**src/rtl/popcount_pipe.sv**
```systemverilog
// popcount_pipe: fully pipelined masked population counter with a registered
// binary adder tree and a saturating per-frame running total.
module popcount_pipe #(
    parameter int DATA_W = 128,
    parameter int ACC_W  = 16,
    localparam int LVL   = $clog2(DATA_W),
    localparam int CNT_W = LVL + 1
) (
    input  logic              clk,
    input  logic              rst_n,
    input  logic              soft_clr,
    input  logic              in_valid,
    input  logic [DATA_W-1:0] in_data,
    input  logic [DATA_W-1:0] in_mask,
    input  logic              in_mode,
    input  logic              in_last,
    output logic              out_valid,
    output logic [CNT_W-1:0]  out_count,
    output logic [ACC_W-1:0]  out_acc,
    output logic              out_sat,
    output logic              out_last
);

    // Valid/last travel alongside the tree; index k marks tree level k.
    logic [LVL-1:0]   vld_p;
    logic [LVL-1:0]   last_p;
    logic [ACC_W-1:0] acc_q;
    logic             sat_q;
    logic [CNT_W-1:0] cnt_final;
    logic [ACC_W-1:0] acc_sum;
    logic             acc_ovf;

    // Saturating add of a beat count onto the frame total; returns {overflow, clamped}.
    function automatic logic [ACC_W:0] sat_add(input logic [ACC_W-1:0] acc,
                                               input logic [CNT_W-1:0] cnt);
        logic [ACC_W:0] sum;
        sum = {1'b0, acc} + (ACC_W+1)'(cnt);
        if (sum[ACC_W]) begin
            return {1'b1, {ACC_W{1'b1}}};
        end
        return sum;
    endfunction

    // Valid/last shift chain; a flush empties every stage and drops the incoming beat.
    always_ff @(posedge clk or negedge rst_n) begin
        if (!rst_n) begin
            vld_p  <= '0;
            last_p <= '0;
        end else if (soft_clr) begin
            vld_p  <= '0;
            last_p <= '0;
        end else begin
            vld_p[0]  <= in_valid;
            last_p[0] <= in_valid & in_last;
            for (int j = 1; j < LVL; j++) begin
                vld_p[j]  <= vld_p[j-1];
                last_p[j] <= last_p[j-1];
            end
        end
    end

    genvar k;
    generate
        for (k = 0; k < LVL; k++) begin : g_lvl
            localparam int N = DATA_W >> k;
            localparam int W = k + 1;
            logic [W-1:0] sum_p [N];

            if (k == 0) begin : g_leaf
                // ---- stage 0: masked, mode-adjusted operand bits ----
                // Leaf register captures one operand bit per lane on each valid beat.
                always_ff @(posedge clk or negedge rst_n) begin
                    if (!rst_n) begin
                        for (int i = 0; i < N; i++) sum_p[i] <= '0;
                    end else if (in_valid) begin
                        for (int i = 0; i < N; i++) begin
                            sum_p[i] <= (in_data[i] ^ in_mode) & in_mask[i];
                        end
                    end
                end
            end else begin : g_node
                // ---- stage k: pairwise sums of level k-1, one bit wider ----
                // Node register adds neighbouring lower-level sums while that stage holds a beat.
                always_ff @(posedge clk or negedge rst_n) begin
                    if (!rst_n) begin
                        for (int i = 0; i < N; i++) sum_p[i] <= '0;
                    end else if (vld_p[k-1]) begin
                        for (int i = 0; i < N; i++) begin
                            sum_p[i] <= {1'b0, g_lvl[k-1].sum_p[2*i]}
                                      + {1'b0, g_lvl[k-1].sum_p[2*i+1]};
                        end
                    end
                end
            end
        end
    endgenerate

    // ---- final stage: last pair add feeds the registered outputs directly ----
    assign cnt_final          = {1'b0, g_lvl[LVL-1].sum_p[0]} + {1'b0, g_lvl[LVL-1].sum_p[1]};
    assign {acc_ovf, acc_sum} = sat_add(acc_q, cnt_final);

    // Output register and frame accumulator; outputs read zero on idle cycles.
    always_ff @(posedge clk or negedge rst_n) begin
        if (!rst_n) begin
            out_valid <= 1'b0;
            out_count <= '0;
            out_acc   <= '0;
            out_sat   <= 1'b0;
            out_last  <= 1'b0;
            acc_q     <= '0;
            sat_q     <= 1'b0;
        end else if (soft_clr) begin
            out_valid <= 1'b0;
            out_count <= '0;
            out_acc   <= '0;
            out_sat   <= 1'b0;
            out_last  <= 1'b0;
            acc_q     <= '0;
            sat_q     <= 1'b0;
        end else if (vld_p[LVL-1]) begin
            out_valid <= 1'b1;
            out_count <= cnt_final;
            out_acc   <= acc_sum;
            out_sat   <= sat_q | acc_ovf;
            out_last  <= last_p[LVL-1];
            if (last_p[LVL-1]) begin
                acc_q <= '0;
                sat_q <= 1'b0;
            end else begin
                acc_q <= acc_sum;
                sat_q <= sat_q | acc_ovf;
            end
        end else begin
            out_valid <= 1'b0;
            out_count <= '0;
            out_acc   <= '0;
            out_sat   <= 1'b0;
            out_last  <= 1'b0;
        end
    end

endmodule

```
**config.mk**
```make
export PLATFORM = sky130hd
export DESIGN_NAME = popcount_pipe
export DESIGN_NICKNAME = d
export VERILOG_FILES = /design/src/rtl/popcount_pipe.sv
export SDC_FILE = /design/constraint.sdc
export NUM_CORES = 1
export LEC_CHECK = 0
export ABC_AREA = 1
export CAP_MARGIN = 30
export CELL_PAD_IN_SITES_DETAIL_PLACEMENT = 1
export CELL_PAD_IN_SITES_GLOBAL_PLACEMENT = 2
export CORE_MARGIN = 3
export CORE_UTILIZATION = 30
export DETAILED_ROUTE_END_ITERATION = 8
export PLACE_DENSITY = 0.77
export SKIP_CTS_REPAIR_TIMING = 1
export SYNTH_ARGS = -nofsm -noshare
export SYNTH_HDL_FRONTEND = slang
export SYNTH_SLANG_ARGS = --single-unit
```
**constraint.sdc**
```tcl
create_clock -name clk -period 3.2 [get_ports clk]
set_input_delay 0.8 -clock clk [delete_from_list [all_inputs] [get_ports clk]]
set_output_delay 0.8 -clock clk [all_outputs]
set_load 0.02 [all_outputs]
```
# Yosys cells after proc, flatten, opt, wreduce, memory -nomap -nowiden
# Cells that the tools add are included.
# word_totals
ff_bits,552
in_bits,262
output_inout_bits,27
elab_cells,671
# classes
n_addsub,128
n_mux,21
bitwise_logic,258
n_reduce_logical,1
# ops
op,count
1-bit bitwise AND,129
1-bit by 1-bit adder with 2-bit output,64
1-bit XOR,128
2-bit by 2-bit adder with 3-bit output,32
16-bit two-way mux,5
3-bit by 3-bit adder with 4-bit output,16
4-bit by 4-bit adder with 5-bit output,8
17-bit two-way mux,2
5-bit by 5-bit adder with 6-bit output,4
16-bit by 8-bit adder with 17-bit output,1
8-bit two-way mux,2
6-bit by 6-bit adder with 7-bit output,2
7-bit two-way mux,2
1-bit two-way mux,10
7-bit by 7-bit adder with 8-bit output,1
2-bit nonzero test,1
1-bit bitwise OR,1

# Longest topological paths before layout
# depth
depth_word,8
depth_mapped,20
depth_no_buf,20

# Worst setup path before layout
# Ideal clock, no wire load.
# synth_path
kind,register -> register
start,register g_lvl[6].sum_p[0] (netlist name)
end,register acc_q[10]
setup_time_ps,118
arrival_ps,2687
t_required_ps,3082
setup_slack_ps,394
stages_incl_launch_ff,19
path_buffers,1
synth_period_minus_slack_ps,2806
cell_sequence,dfrtp_1 -> ha_1 -> fa_1 -> nand3_1 -> nand3_1 -> a21oi_1 -> o21bai_1 -> xnor2_1 -> inv_1 -> ha_1 -> nand2_1 -> nor2_1 -> nor2_2 -> nand2_4 -> nand3_4 -> buf_6 -> nand3_2 -> nand3_1 -> nand2_1
# synth_via
elab_chain_cells,7
# synth_rtl
item,line,text
from (decl),67,logic [W-1:0] sum_p [N];
"from (signal, indexed assignment)",89,"sum_p[i] <= {1'b0, g_lvl[k-1].sum_p[2*i]}"
7-bit by 7-bit adder with 8-bit output *,99,"assign cnt_final = {1'b0, g_lvl[LVL-1].sum_p[0]} + {1'b0, g_lvl[LVL-1].sum_p[1]};"
16-bit by 8-bit adder with 17-bit output *,37,"sum = {1'b0, acc} + (ACC_W+1)'(cnt);"
1-bit two-way mux,38,if (sum[ACC_W]) begin
17-bit two-way mux *,41,return sum;
16-bit two-way mux *,126,if (last_p[LVL-1]) begin
16-bit two-way mux *,120,end else if (vld_p[LVL-1]) begin
16-bit two-way mux *,112,end else if (soft_clr) begin
to (signal assigned),130,acc_q <= acc_sum;
to (decl),27,logic [ACC_W-1:0] acc_q;
# Mark *: on every way between the ends. The rest lies on a longest branch, timed or not. The select of a mux whose other input is x is not followed.
# A chain may end at the register's enable or synchronous reset.

# Worst setup path after layout
# layout_path
start,register g_lvl[6].sum_p[0] (netlist name)
end,register acc_q[4]
# The elaborated chain is that of the path after synthesis.

==> results.py <==
metrics = {
    "sta": {
        "min_period_ns": 3.02,
        "worst_pin_slew_ns": 0.750,
        "max_freq_mhz": 331,
        "setup_violations": 0,
        "skew_ns": 0.0193,
        "finalSetupTns_ns": 0,
        "rsz0062_at_grt": "true",
        "max-slew-margin-rel_pct": 50.0,
        "finalHoldViolations": 0,
        "slew_violations": 0,
        "min_period_over_period_pct": 94.3,
    },
    "finish": {
        "final_cell_mix": "nand2_1, dfrtp_1, clkdlybuf4s50_1, o21ai_0, nor2_1",
        "drive_gt1_share_pct": 6.01,
        "multiInputGateArea_sq_um": 12900,
        "final_util_pct": 37.8,
        "finish.instance_area_sq_um": 34700,
        "fill_cells": 10700,
        "nets": 4008,
        "regArea_sq_um": 13800,
        "syn2layout_area_growth_pct": 24.6,
        "final_common_cell": "nand2_1",
    },
    "place": {
        "gp_routability_congestion": 0.749,
        "place_hpwl_microns": 51900,
        "io_buffers": 288,
        "dpl-instance-area_sq_um": 32200,
    },
    "grt": {
        "grt_max_degree": 90,
        "grt-ovfl-total": 0,
        "grt_pass1_vias": 23000,
        "met1_usage_pct": 21.5,
        "met3_usage_pct": 2.62,
        "grt.total_usage_pct": 15.0,
        "grt_pass1_wl_microns": 121000,
        "grt_busiest_layer": "met2",
        "grt.met2_usage_pct": 23.7,
        "antenna_found_initial": 4,
    },
    "critical_path": {
        "end_kind": "flop",
        "arrival_ns": 3.55,
        "crit-reg2reg-launch": "g_lvl[6].sum_p[0]",
        "crit_path_start_kind": "flop",
        "r2r-end": "acc_q[4]",
        "crit_path_max_fanout": 8,
        "critPathBufInv": 1,
        "critPathRequiredTime_ns": 3.73,
        "worstSetupPathType": "flop to flop",
        "path_delay_family": "simple AND/OR/NAND/NOR gates",
        "crit_chain": "ha_2 > fa_2 > nand3_1 > nand3_2 > a21oi_2 > o21bai_1 > xnor2_1 > inv_1 > ha_4 > nand2_4 > nor2_4 > nand2_2 > nand2_4 > nand3_4 > a21oi_2 > nand2_1 > nand2_1",
        "crit_path_top_delay_cell": "dfrtp_1",
        "critPathMaxStageDelay_ns": 0.38,
        "reg2reg_slack_ns": 0.18,
        "reg2regPathDepth": 17,
    },
    "synth": {
        "synth_area_sq_um": 27800,
        "synthCells": 3192,
        "synth_seq_area_share_pct": 49.6,
        "ys_ff_latch": 552,
        "syn_area_per_cell_sq_um": 8.72,
        "synth_fp_nets": 3741,
        "synth_cell_type_count": 35,
        "yosys_warnings": 0,
    },
    "floorplan": {
        "pin_count": 289,
        "die_h_microns": 311,
        "core_area_sq_um": 91800,
        "initial_utilization_pct": 30.3,
        "die-area_sq_um": 96500,
        "die_w_microns": 311,
        "core.rowCount": 111,
    },
    "routing": {
        "routed_wl_microns": 71900,
        "ant_nets": 0,
        "drt-vias-per-instance": 4.52,
        "firstDrtPassIters": 4,
        "vias": 21500,
        "drt_iter0_markers": 866,
        "drc": 0,
        "wl_per_cell_microns": 15.1,
    },
    "clock_network": {
        "clockRootBuffer": "clkbuf_16",
        "worstSkewPairLatency_ns": 0.60,
        "cts.sinks": 552,
        "clk_pin_slew_ns": 0.06,
        "cts_buffers": 69,
        "htree_num_levels": 3,
        "cts_tree": "built",
        "cts_buffer_depth": 3,
    },
    "pwr": {
        "ir_drop_uv": 342,
        "total_power_w": 0.0205,
        "power_density_nw_per_um2": 590,
        "p_leak_nw": 17.5,
    },
    "outcome": {
        "outcome": "finished clean",
    },
    "hold_path": {
        "hp-class": "input pin to asynchronous set/reset pin",
    },
    "job": {
        "cap_violations": 0,
    },
}
routing by layer:
layer	wire [microns]	part of all wire (%)
met1	35800	50
met3	2380	3.3
met2	32200	45
met5	0	0
met4	1470	2.0
power by group:
part / switching [W] / leakage, nW / internal (W)
clock: 0.00310 / 1.12 / 0.00469
combinational: 0.00211 / 9.09 / 0.00168
sequential: 0.000792 / 7.33 / 0.00807
area by class of cell:
cell class	instances	share of cell area, %
Inverter	173	1.89
Tap cell	1243	4.49
Sequential cell	552	39.9
Antenna cell	4	0.0289
Multi-Input combinational cell	2327	37.3
Clock inverter	25	0.779
Clock buffer	95	5.76
Timing Repair Buffer	336	9.89
Yosys cell counts:
cell,count,share of area (%)
nand2_2,1,0.022
o211ai_1,1,0.027
nor2_2,1,0.022
fa_1,64,4.6
nor3_4,1,0.058
inv_2,2,0.027
o21bai_1,1,0.027
nand3b_1,3,0.081
xor2_1,29,0.91
ha_1,223,10
a21o_1,16,0.43
nand3_1,190,3.4
nor2_4,1,0.040
nand4_1,3,0.067
nand2b_1,1,0.022
buf_1,19,0.26
dfrtp_1,552,50
buf_2,18,0.32
a21oi_2,4,0.13
nand2_1,1197,16
nand3_2,5,0.18
o21ai_0,241,4.3
clkinv_1,3,0.040
a31oi_1,3,0.067
clkbuf_1,103,1.4
inv_1,168,2.3
nand2_4,1,0.040
and2_1,1,0.022
xnor2_1,8,0.25
or2_2,3,0.067
a22o_1,8,0.25
nor2_1,233,3.1
buf_6,1,0.040
nand3_4,2,0.13
a21oi_1,85,1.5
state kept, by name (all words and copies together) (netlist names), 7 cells and up:
name / cells
vld_p: 7
acc_q: 16
g_lvl.sum_p: 494
last_p: 7
out_acc: 16
out_count: 8
worst reg2reg max path, delay by kind of cell, from the launching register on:
| kind | cells | cell delay, ns |
|---|---|---|
| AOI/OAI and AO/OA | 3 | 0.42 |
| DFF | 1 | 0.38 |
| buffers and inverters | 1 | 0.12 |
| xor gates and xnor gates | 1 | 0.23 |
| adders and majority gates | 3 | 0.88 |
| and+or+nand+nor | 9 | 0.95 |
metrics by stage:
| step | worst slack [ns] | hold WS (ns) | std cells |
|---|---|---|---|
| after floorplan | 0.394 | 0.434 | 3192 |
| after global placement | 0.0643 | 0.440 | 4624 |
| after detailed placement | -0.0759 | 0.463 | 4625 |
| after CTS | -0.111 | 0.117 | 4745 |
| after global routing | -0.0129 | 0.130 | 4753 |
| final | 0.183 | 0.133 | 4755 |
cells by family (layout without fill, tap and decap cells):
family / after synthesis / in the layout / synth area share [%]
compound gates: 359 / 359 / 6.79
xor+xnor: 37 / 37 / 1.16
fa+ha+maj: 287 / 287 / 14.6
buf+inv: 314 / 629 / 4.34
flops: 552 / 552 / 49.6
other cells: 0 / 4 / 0
simple gates: 1643 / 1644 / 23.5
worst max-delay path by stage:
| stage | end | from | cells after the start | slack, ns |
|---|---|---|---|---|
| floorplan | acc_q[10] | g_lvl[6].sum_p[0] | 18 | 0.39 |
| global placement | acc_q[11] | g_lvl[6].sum_p[0] | 20 | 0.06 |
| detailed placement | acc_q[0] | g_lvl[6].sum_p[0] | 17 | -0.08 |
| CTS | acc_q[0] | g_lvl[6].sum_p[0] | 17 | -0.11 |
| global route | acc_q[11] | g_lvl[6].sum_p[0] | 20 | -0.01 |
| finish | acc_q[4] | g_lvl[6].sum_p[0] | 17 | 0.18 |
Power figures use the tool's default switching activity.
